==> src/rtl/truth_table_capture.sv <==
// Exhaustive 3-input sweep with truth-table capture and compare against EXPECTED.
// Optional first-mismatch reporting is enabled by defining TT_FIRST_FAIL_EN.
module truth_table_capture #(
  parameter int         SETTLE   = 2,
  parameter logic [7:0] EXPECTED = 8'hE8
) (
  input  logic       clk,
  input  logic       rst,
  input  logic       start,
  input  logic       y,
  output logic       a,
  output logic       b,
  output logic       c,
  output logic       busy,
  output logic       done,
  output logic [7:0] table_out,
  output logic [3:0] err_cnt,
  output logic [1:0] state_dbg,
  output logic       pass
`ifdef TT_FIRST_FAIL_EN
  ,
  output logic [2:0] first_fail,
  output logic       fail_seen
`endif
);

  // Handshake: start is a single-cycle request with no ready. It is acted on
  // only in IDLE or DONE; while busy it is ignored and the sweep runs on.

  typedef enum logic [1:0] {
    IDLE  = 2'd0,
    SWEEP = 2'd1,
    DONE  = 2'd2
  } state_t;

  localparam logic [3:0] SETTLE_M1 = 4'(SETTLE - 1);

  state_t     state;
  state_t     state_nxt;
  logic [2:0] idx;
  logic [3:0] cnt;
  logic       sample;
  logic       launch;

  assign sample = (state == SWEEP) && (cnt == SETTLE_M1);
  assign launch = ((state == IDLE) || (state == DONE)) && start;

  // State register
  always_ff @(posedge clk) begin
    if (rst) state <= IDLE;
    else     state <= state_nxt;
  end

  // Next-state logic
  always_comb begin
    state_nxt = state;
    case (state)
      IDLE:    if (start) state_nxt = SWEEP;
      SWEEP:   if (sample && (idx == 3'd7)) state_nxt = DONE;
      DONE:    if (start) state_nxt = SWEEP;
      default: state_nxt = IDLE;
    endcase
  end

  // Output decode
  always_comb begin
    busy      = (state == SWEEP);
    done      = (state == DONE);
    {a, b, c} = busy ? idx : 3'b000;
    pass      = done && (err_cnt == 4'd0);
    state_dbg = state;
  end

  // Sweep datapath: vector index, settle counter and captured results
  always_ff @(posedge clk) begin
    if (rst) begin
      idx       <= 3'd0;
      cnt       <= 4'd0;
      table_out <= 8'h00;
      err_cnt   <= 4'd0;
    end else if (launch) begin
      idx       <= 3'd0;
      cnt       <= 4'd0;
      table_out <= 8'h00;
      err_cnt   <= 4'd0;
    end else if (state == SWEEP) begin
      if (sample) begin
        table_out[idx] <= y;
        if (y != EXPECTED[idx]) err_cnt <= err_cnt + 4'd1;
        cnt <= 4'd0;
        // Leaving for DONE at idx 7 keeps idx from wrapping
        if (idx != 3'd7) idx <= idx + 3'd1;
      end else begin
        cnt <= cnt + 4'd1;
      end
    end
  end

`ifdef TT_FIRST_FAIL_EN
  always_ff @(posedge clk) begin
    if (rst || launch) begin
      first_fail <= 3'd0;
      fail_seen  <= 1'b0;
    end else if (sample && (y != EXPECTED[idx]) && !fail_seen) begin
      first_fail <= idx;
      fail_seen  <= 1'b1;
    end
  end
`endif

endmodule

==> config.mk <==
export PLATFORM = sky130hd
export DESIGN_NAME = truth_table_capture
export DESIGN_NICKNAME = d
export VERILOG_FILES = /design/src/rtl/truth_table_capture.sv
export SDC_FILE = /design/constraint.sdc
export NUM_CORES = 1
export LEC_CHECK = 0
export ABC_AREA = 0
export CORE_UTILIZATION = 44
export CTS_CLUSTER_SIZE = 40
export DETAILED_ROUTE_END_ITERATION = 8
export MAX_ROUTING_LAYER = met4
export PLACE_DENSITY = 0.74
export SETUP_SLACK_MARGIN = 0.2
export SKIP_CTS_REPAIR_TIMING = 1
export SLEW_MARGIN = 10
export SYNTH_ARGS = -nofsm -noshare
export SYNTH_HDL_FRONTEND = slang
export SYNTH_SLANG_ARGS = --single-unit
==> constraint.sdc <==
create_clock -name clk -period 1.37 [get_ports clk]
set_input_delay 0.137 -clock clk [delete_from_list [all_inputs] [get_ports clk]]
set_output_delay 0.137 -clock clk [all_outputs]
set_load 0.005 [all_outputs]
---- Word level (Yosys, flattened, before mapping) ----
Memories as Yosys holds them, arrays and structs flattened. A register that Yosys moved wholly into a read port is not among the register bits.
Index checks and enable logic that the tools add are counted.
word-level totals
  bits in registers ....................... 21
  memory bits (read-only) ................. 8
  input port bits ......................... 4
  logic and storage cells ................. 44
  memories ................................ 1
memory list
  memory           depth  bits a word  rd ports  clocked after Yosys merged registers in  write ports  line  text
  (no name shown)  8      1            1         1                                        0            89    if (y != EXPECTED[idx]) err_cnt <= err_cnt + 4'd1;
cells by class
  $add $sub $neg .......................... 3
  magnitude comparators ................... 2
  equality and inequality tests ........... 8
  mux-type cells .......................... 11
  reduce and logical (&&, ||, !) cells .... 14
operator list
  cell                                                    count
  two-way mux 3 bit                                       3
  adder 4 x 1 -> 4 bit (second input constant)            2
  bitwise mux 8 bit                                       1
  AND reduction 3 bit                                     2
  logical AND 1 bit                                       5
  equality test 4 x 1 -> 1 bit (second input constant)    1
  zero test 4 bit                                         1
  < comparator 3 x 4 -> 1 bit (second input constant)     1
  two-way mux 2 bit                                       2
  two-way mux 4 bit                                       1
  inequality test 2 x 1 -> 1 bit (second input constant)  2
  case mux 2 bit (2 select lines)                         1
  AND reduction 2 bit                                     2
  OR reduction 2 bit                                      2
  adder 3 x 1 -> 3 bit (second input constant)            1
  demux 1 bit (select 3 bit)                              1
  equality test 3 bit (second input constant)             1
  >= comparator 3 x 1 -> 1 bit (second input constant)    1
  inequality test 3 bit (second input constant)           1
  equality test 2 x 1 -> 1 bit (second input constant)    1
  equality test 2 bit (second input constant)             1
  zero test 2 bit                                         1
  two-way mux 1 bit                                       2
  logical OR 1 bit                                        1
  inequality test 1 bit                                   1

---- Longest topological paths before layout ----
  depth in word-level cells ............... 5
  depth in mapped cells ................... 7
  gate-level depth less buffers ........... 7

---- Least setup slack after synthesis ----
No wires, ideal clock.
  path type ............................... register to register
  start point ............................. register idx[0]
  end point ............................... register (tool-made name)
  library setup time ...................... 133 ps
  data arrival time ....................... 1343 ps
  required time ........................... 1237 ps
  slack ................................... -106 ps
  stages on the path, launching flop included .. 8
  path buffers ............................ 0
  clock period less this slack ............ 1476 ps
  cells stage by stage .................... dfxtp_1 ha_1 ha_1 nand2b_1 nor2_1 maj3_1 nand2_1 a31oi_1
RTL lines
  what                    line  text
  start, declared         40    logic [2:0] idx;
  start signal, assigned  92    if (idx != 3'd7) idx <= idx + 3'd1;

==> results <==
- The run finished, with violations left.
- The checks that failed: negative setup slack.
- The fraction of synthesized cell area taken by the top area cell type is 40.2%.
- Data arrives at the worst endpoint at 1770 ps.
- The number of DRC violations after detailed-routing iteration 0 is 41.
- Of the total power, the clock network draws 29.8%.
- The worst hold margin is 510 ps.
- The share of the cycle needed by the critical path after routing is 113%.
- The clock buffer count from CTS is 3.
- The worst pin sits at a relative slew slack of 79.6%.
- Among cell families on the critical path, the largest total delay comes from adder cells.
- The area of the die is 2690 µm².
- The critical-path maximum fanout is 4.
- The internal power is 914 µW.
- Clock skew on the completed layout was measured at 3.26 ps.
- The element type at the critical path end is a flop.
- Once detail routing completed, the nets flagged for antenna violations numbered 0.
- The count of cell types in the netlist is 34.
- 0 antenna diodes ended up in the layout.
- The floorplan step defined a core boundary enclosing 2280 µm².
- Setup violations remaining at the end of the flow were counted as 11.
- The clock edge transition at the registers on the reported setup and hold paths is 130 ps.
- The width of the die is 51.9 µm.
- Entering global routing, the biggest net connects 13 pins.
- The element type at the critical path start is a flop.
- The initial antenna violation count is 0.
- In this run the number of H-tree levels came out at 1.
- The final worst setup slack is -178 ps.
- Counting every sink on the clock net gives 22.
- The total negative slack for setup checks is -584 ps.
- The number of top-level design ports is 24.
- The number of hold-slack violations in the final timing report is 0.
- Setup repair after global routing could not meet its margin everywhere.
- The cell with the most instances on the worst path is sky130_fd_sc_hd__ha_4.
- The initial cell density of the core is 48.2%.
- The post-synthesis net count is 138.
- Of the cells placed in the final design, the portion with a size suffix greater than 1 is 62.4%.
- The worst hold path class is flop to flop.
- The mean number of vias per cell is 5.64.
- The total grt overflow is 0.
- The final-report max-slew violation count is 0.
- The cell at the root of the clock tree is sky130_fd_sc_hd__clkbuf_4.
- The count of input and output buffers is 23.
- Leaving out fill and tap cells, the most frequent cells in the layout are sky130_fd_sc_hd__buf_4 (27), sky130_fd_sc_hd__dfxtp_2 (16), sky130_fd_sc_hd__dlymetal6s2s_1 (13), sky130_fd_sc_hd__nor2_1 (12), sky130_fd_sc_hd__buf_6 (9).
- After detailed routing, the number of remaining DRC violations is 0.
- Traced cell by cell, the critical path runs through ha_4 > ha_4 > nand2b_4 > nor3_1 > o221ai_2 > a31oi_1.
- Of the total power, registers draw 53.0%.
- For this run, the total global-route usage over all layers was measured as 21.6%.
- The mean cell area of the mapped netlist is 8.56 µm².
- Counting tap cells, the placed design contains a total of 196 instances.
- The routed design could run at a clock period as short as 1550 ps.
- The Yosys step of the flow raised 0 warnings.
- Static timing analysis puts the maximum clock frequency at 646 MHz.
- The category of the most critical setup path is flop to flop.
- The congestion estimate from routability-driven global placement came to 0.855.
- Measured on the finished design, the core utilization comes to 87.9%.
- The pre-antenna-repair detailed-routing pass consisted of 4 iterations.
- The total detailed-routing wirelength is 3880 µm.
- The first global-routing pass estimated 4240 µm of wire.
- Before CTS, the worst setup slack after placement is -143 ps.
- The total of flip-flops plus latches after synthesis is 22.
- The maximum vdd ir drop is 642 µV.
- The buffer levels on the longest clock path is 2.
- For the pin with the worst max-slew slack, the measured transition is 303 ps.
- The number of buffer and inverter stages on the critical path is 0.
- For this run, the slowest stage of the critical path takes 390 ps.
- In this run the cell area measured after placement is 1550 µm².
- Once layout is complete, the cells apart from fillers number 214.
- Once detailed placement completed, the half-perimeter wirelength came to 1890 µm.
- For this design, the slowest cell found on the critical path is sky130_fd_sc_hd__dfxtp_4.
- The synthesized netlist occupies a cell area of 1100 µm².
- TritonCTS built the clock tree.
- For this design the ratio of total power to cell area is 614 nW/µm².
- Synthesis handed over a netlist of 128 instances.
- The biggest area consumer among synthesized cells is sky130_fd_sc_hd__dfxtp_1.
- The via count of the first global-routing pass is 1007.
- In the post-synthesis netlist, the biggest area contributors are sky130_fd_sc_hd__dfxtp_1 (40%), sky130_fd_sc_hd__mux2i_1 (7.3%), sky130_fd_sc_hd__nor2_1 (7.2%).
- The post-synthesis to final-layout area growth is 82.4%.
- The die is 51.9 µm tall.
- The max-capacitance violation count is 0.
- For this run, the register share of the synthesized area comes to 40.2%.
- The total via count after detailed routing is 1208.
- The combinational share of power is 17.2%.
- The final layout net count is 197.
- The library cell used most frequently in the layout, excluding fill and tap cells, is sky130_fd_sc_hd__buf_4.
- Power comes to 1.23 mW.
- For this design the total switching power over the nets is 313 µW.
- The initialized floorplan defines 17 standard-cell rows.
- The total non-filler cell area in the finished layout is 2000 µm².
- The leakage power is 1.02 nW.
- Clock latency on the worst-skew pair, taken at its later pin, is 310 ps.
- The required time of the critical path is 1600 ps.
- The wire length per cell after detailed routing is 18.1 µm.
- The fraction of power spent switching nets is 25.5%.
==> worst register-to-register path, cell delays in order (launching register included) <==
cell and delay (ps):
sky130_fd_sc_hd__dfxtp_4 390, sky130_fd_sc_hd__ha_4 160, sky130_fd_sc_hd__ha_4 270, sky130_fd_sc_hd__nand2b_4 60, sky130_fd_sc_hd__nor3_1 250, sky130_fd_sc_hd__o221ai_2 140, sky130_fd_sc_hd__a31oi_1 200
==> final timing paths <==
kind,from,slack [ps],depth (start not counted),endpoint
hold reg to reg,table_out[4],510,2,table_out[4]
setup / recovery,idx[0],-180,6,flop
setup reg to reg,idx[0],-180,6,flop
hold / removal,table_out[4],510,2,table_out[4]
==> synth_stat cells <==
library cell,n
sky130_fd_sc_hd__nand2b_4,1
sky130_fd_sc_hd__xnor2_1,2
sky130_fd_sc_hd__and3_4,1
sky130_fd_sc_hd__nand2_2,1
sky130_fd_sc_hd__a31oi_1,1
sky130_fd_sc_hd__dfxtp_1,22
sky130_fd_sc_hd__a21oi_1,8
sky130_fd_sc_hd__and3_1,2
sky130_fd_sc_hd__or3_1,2
sky130_fd_sc_hd__nor4_1,1
sky130_fd_sc_hd__and2b_1,2
sky130_fd_sc_hd__clkbuf_1,3
sky130_fd_sc_hd__and4_1,1
sky130_fd_sc_hd__mux2i_1,8
sky130_fd_sc_hd__nand2b_1,3
sky130_fd_sc_hd__or2_1,1
sky130_fd_sc_hd__inv_1,5
sky130_fd_sc_hd__o221ai_1,1
sky130_fd_sc_hd__nor2_1,21
sky130_fd_sc_hd__nand2_1,9
sky130_fd_sc_hd__ha_1,6
sky130_fd_sc_hd__o21ai_0,1
sky130_fd_sc_hd__and2_1,1
sky130_fd_sc_hd__buf_2,1
sky130_fd_sc_hd__nand3_2,1
sky130_fd_sc_hd__maj3_1,1
sky130_fd_sc_hd__nand4_1,2
sky130_fd_sc_hd__o22ai_1,1
sky130_fd_sc_hd__inv_4,1
sky130_fd_sc_hd__nor3_1,6
sky130_fd_sc_hd__xor2_1,4
sky130_fd_sc_hd__or4_1,1
sky130_fd_sc_hd__nand3_1,5
sky130_fd_sc_hd__buf_4,2
==> registers in the layout, summed over array words and instances (netlist names), named ones only <==
name / cells
idx: 3
state_dbg: 2
err_cnt: 4
table_out: 8
cnt: 4
==> cell families after synthesis <==
| kind of cell | count (synthesis) | synth area share [%] |
|---|---|---|
| AND/OR/NAND/NOR | 61 | 28.8 |
| flip-flops | 22 | 40.2 |
| AO/OA/AOI/OAI | 12 | 6.05 |
| buffers and inverters | 12 | 5.14 |
| multiplexers | 8 | 7.31 |
| adder cells (fa/ha/maj) | 7 | 7.76 |
| XOR/XNOR | 6 | 4.79 |
==> routing by layer <==
| layer | part of all wire [%] | vias to the layer above | track usage (%) |
|---|---|---|---|
| li1 | - | 551 | - |
| met1 | 39 | 592 | 25.7 |
| met2 | 52 | 55 | 35.7 |
| met3 | 5.9 | 10 | 3.22 |
| met4 | 2.4 | 0 | 9.91 |
| met5 | 0 | - | - |
==> power groups by stage <==
| stage | sequential (mW) | clock (mW) | combinational (mW) |
|---|---|---|---|
| floorplan | 0.667 | 0 | 0.0620 |
| global placement | 0.665 | 0 | 0.124 |
| detailed placement | 0.666 | 0 | 0.127 |
| CTS | 0.652 | 0.368 | 0.127 |
| global route | 0.651 | 0.392 | 0.222 |
| finish | 0.651 | 0.366 | 0.211 |
==> final cells by class <==
type / count / area [µm²]
sequential: 22 / 468
inverter: 6 / 25.0
clock buffer: 4 / 36.3
timing repair buffer: 60 / 572
tap: 28 / 35.0
fill: 106 / 277
multi-input combinational: 94 / 863
No activity file was read; power rests on OpenSTA's default activity.
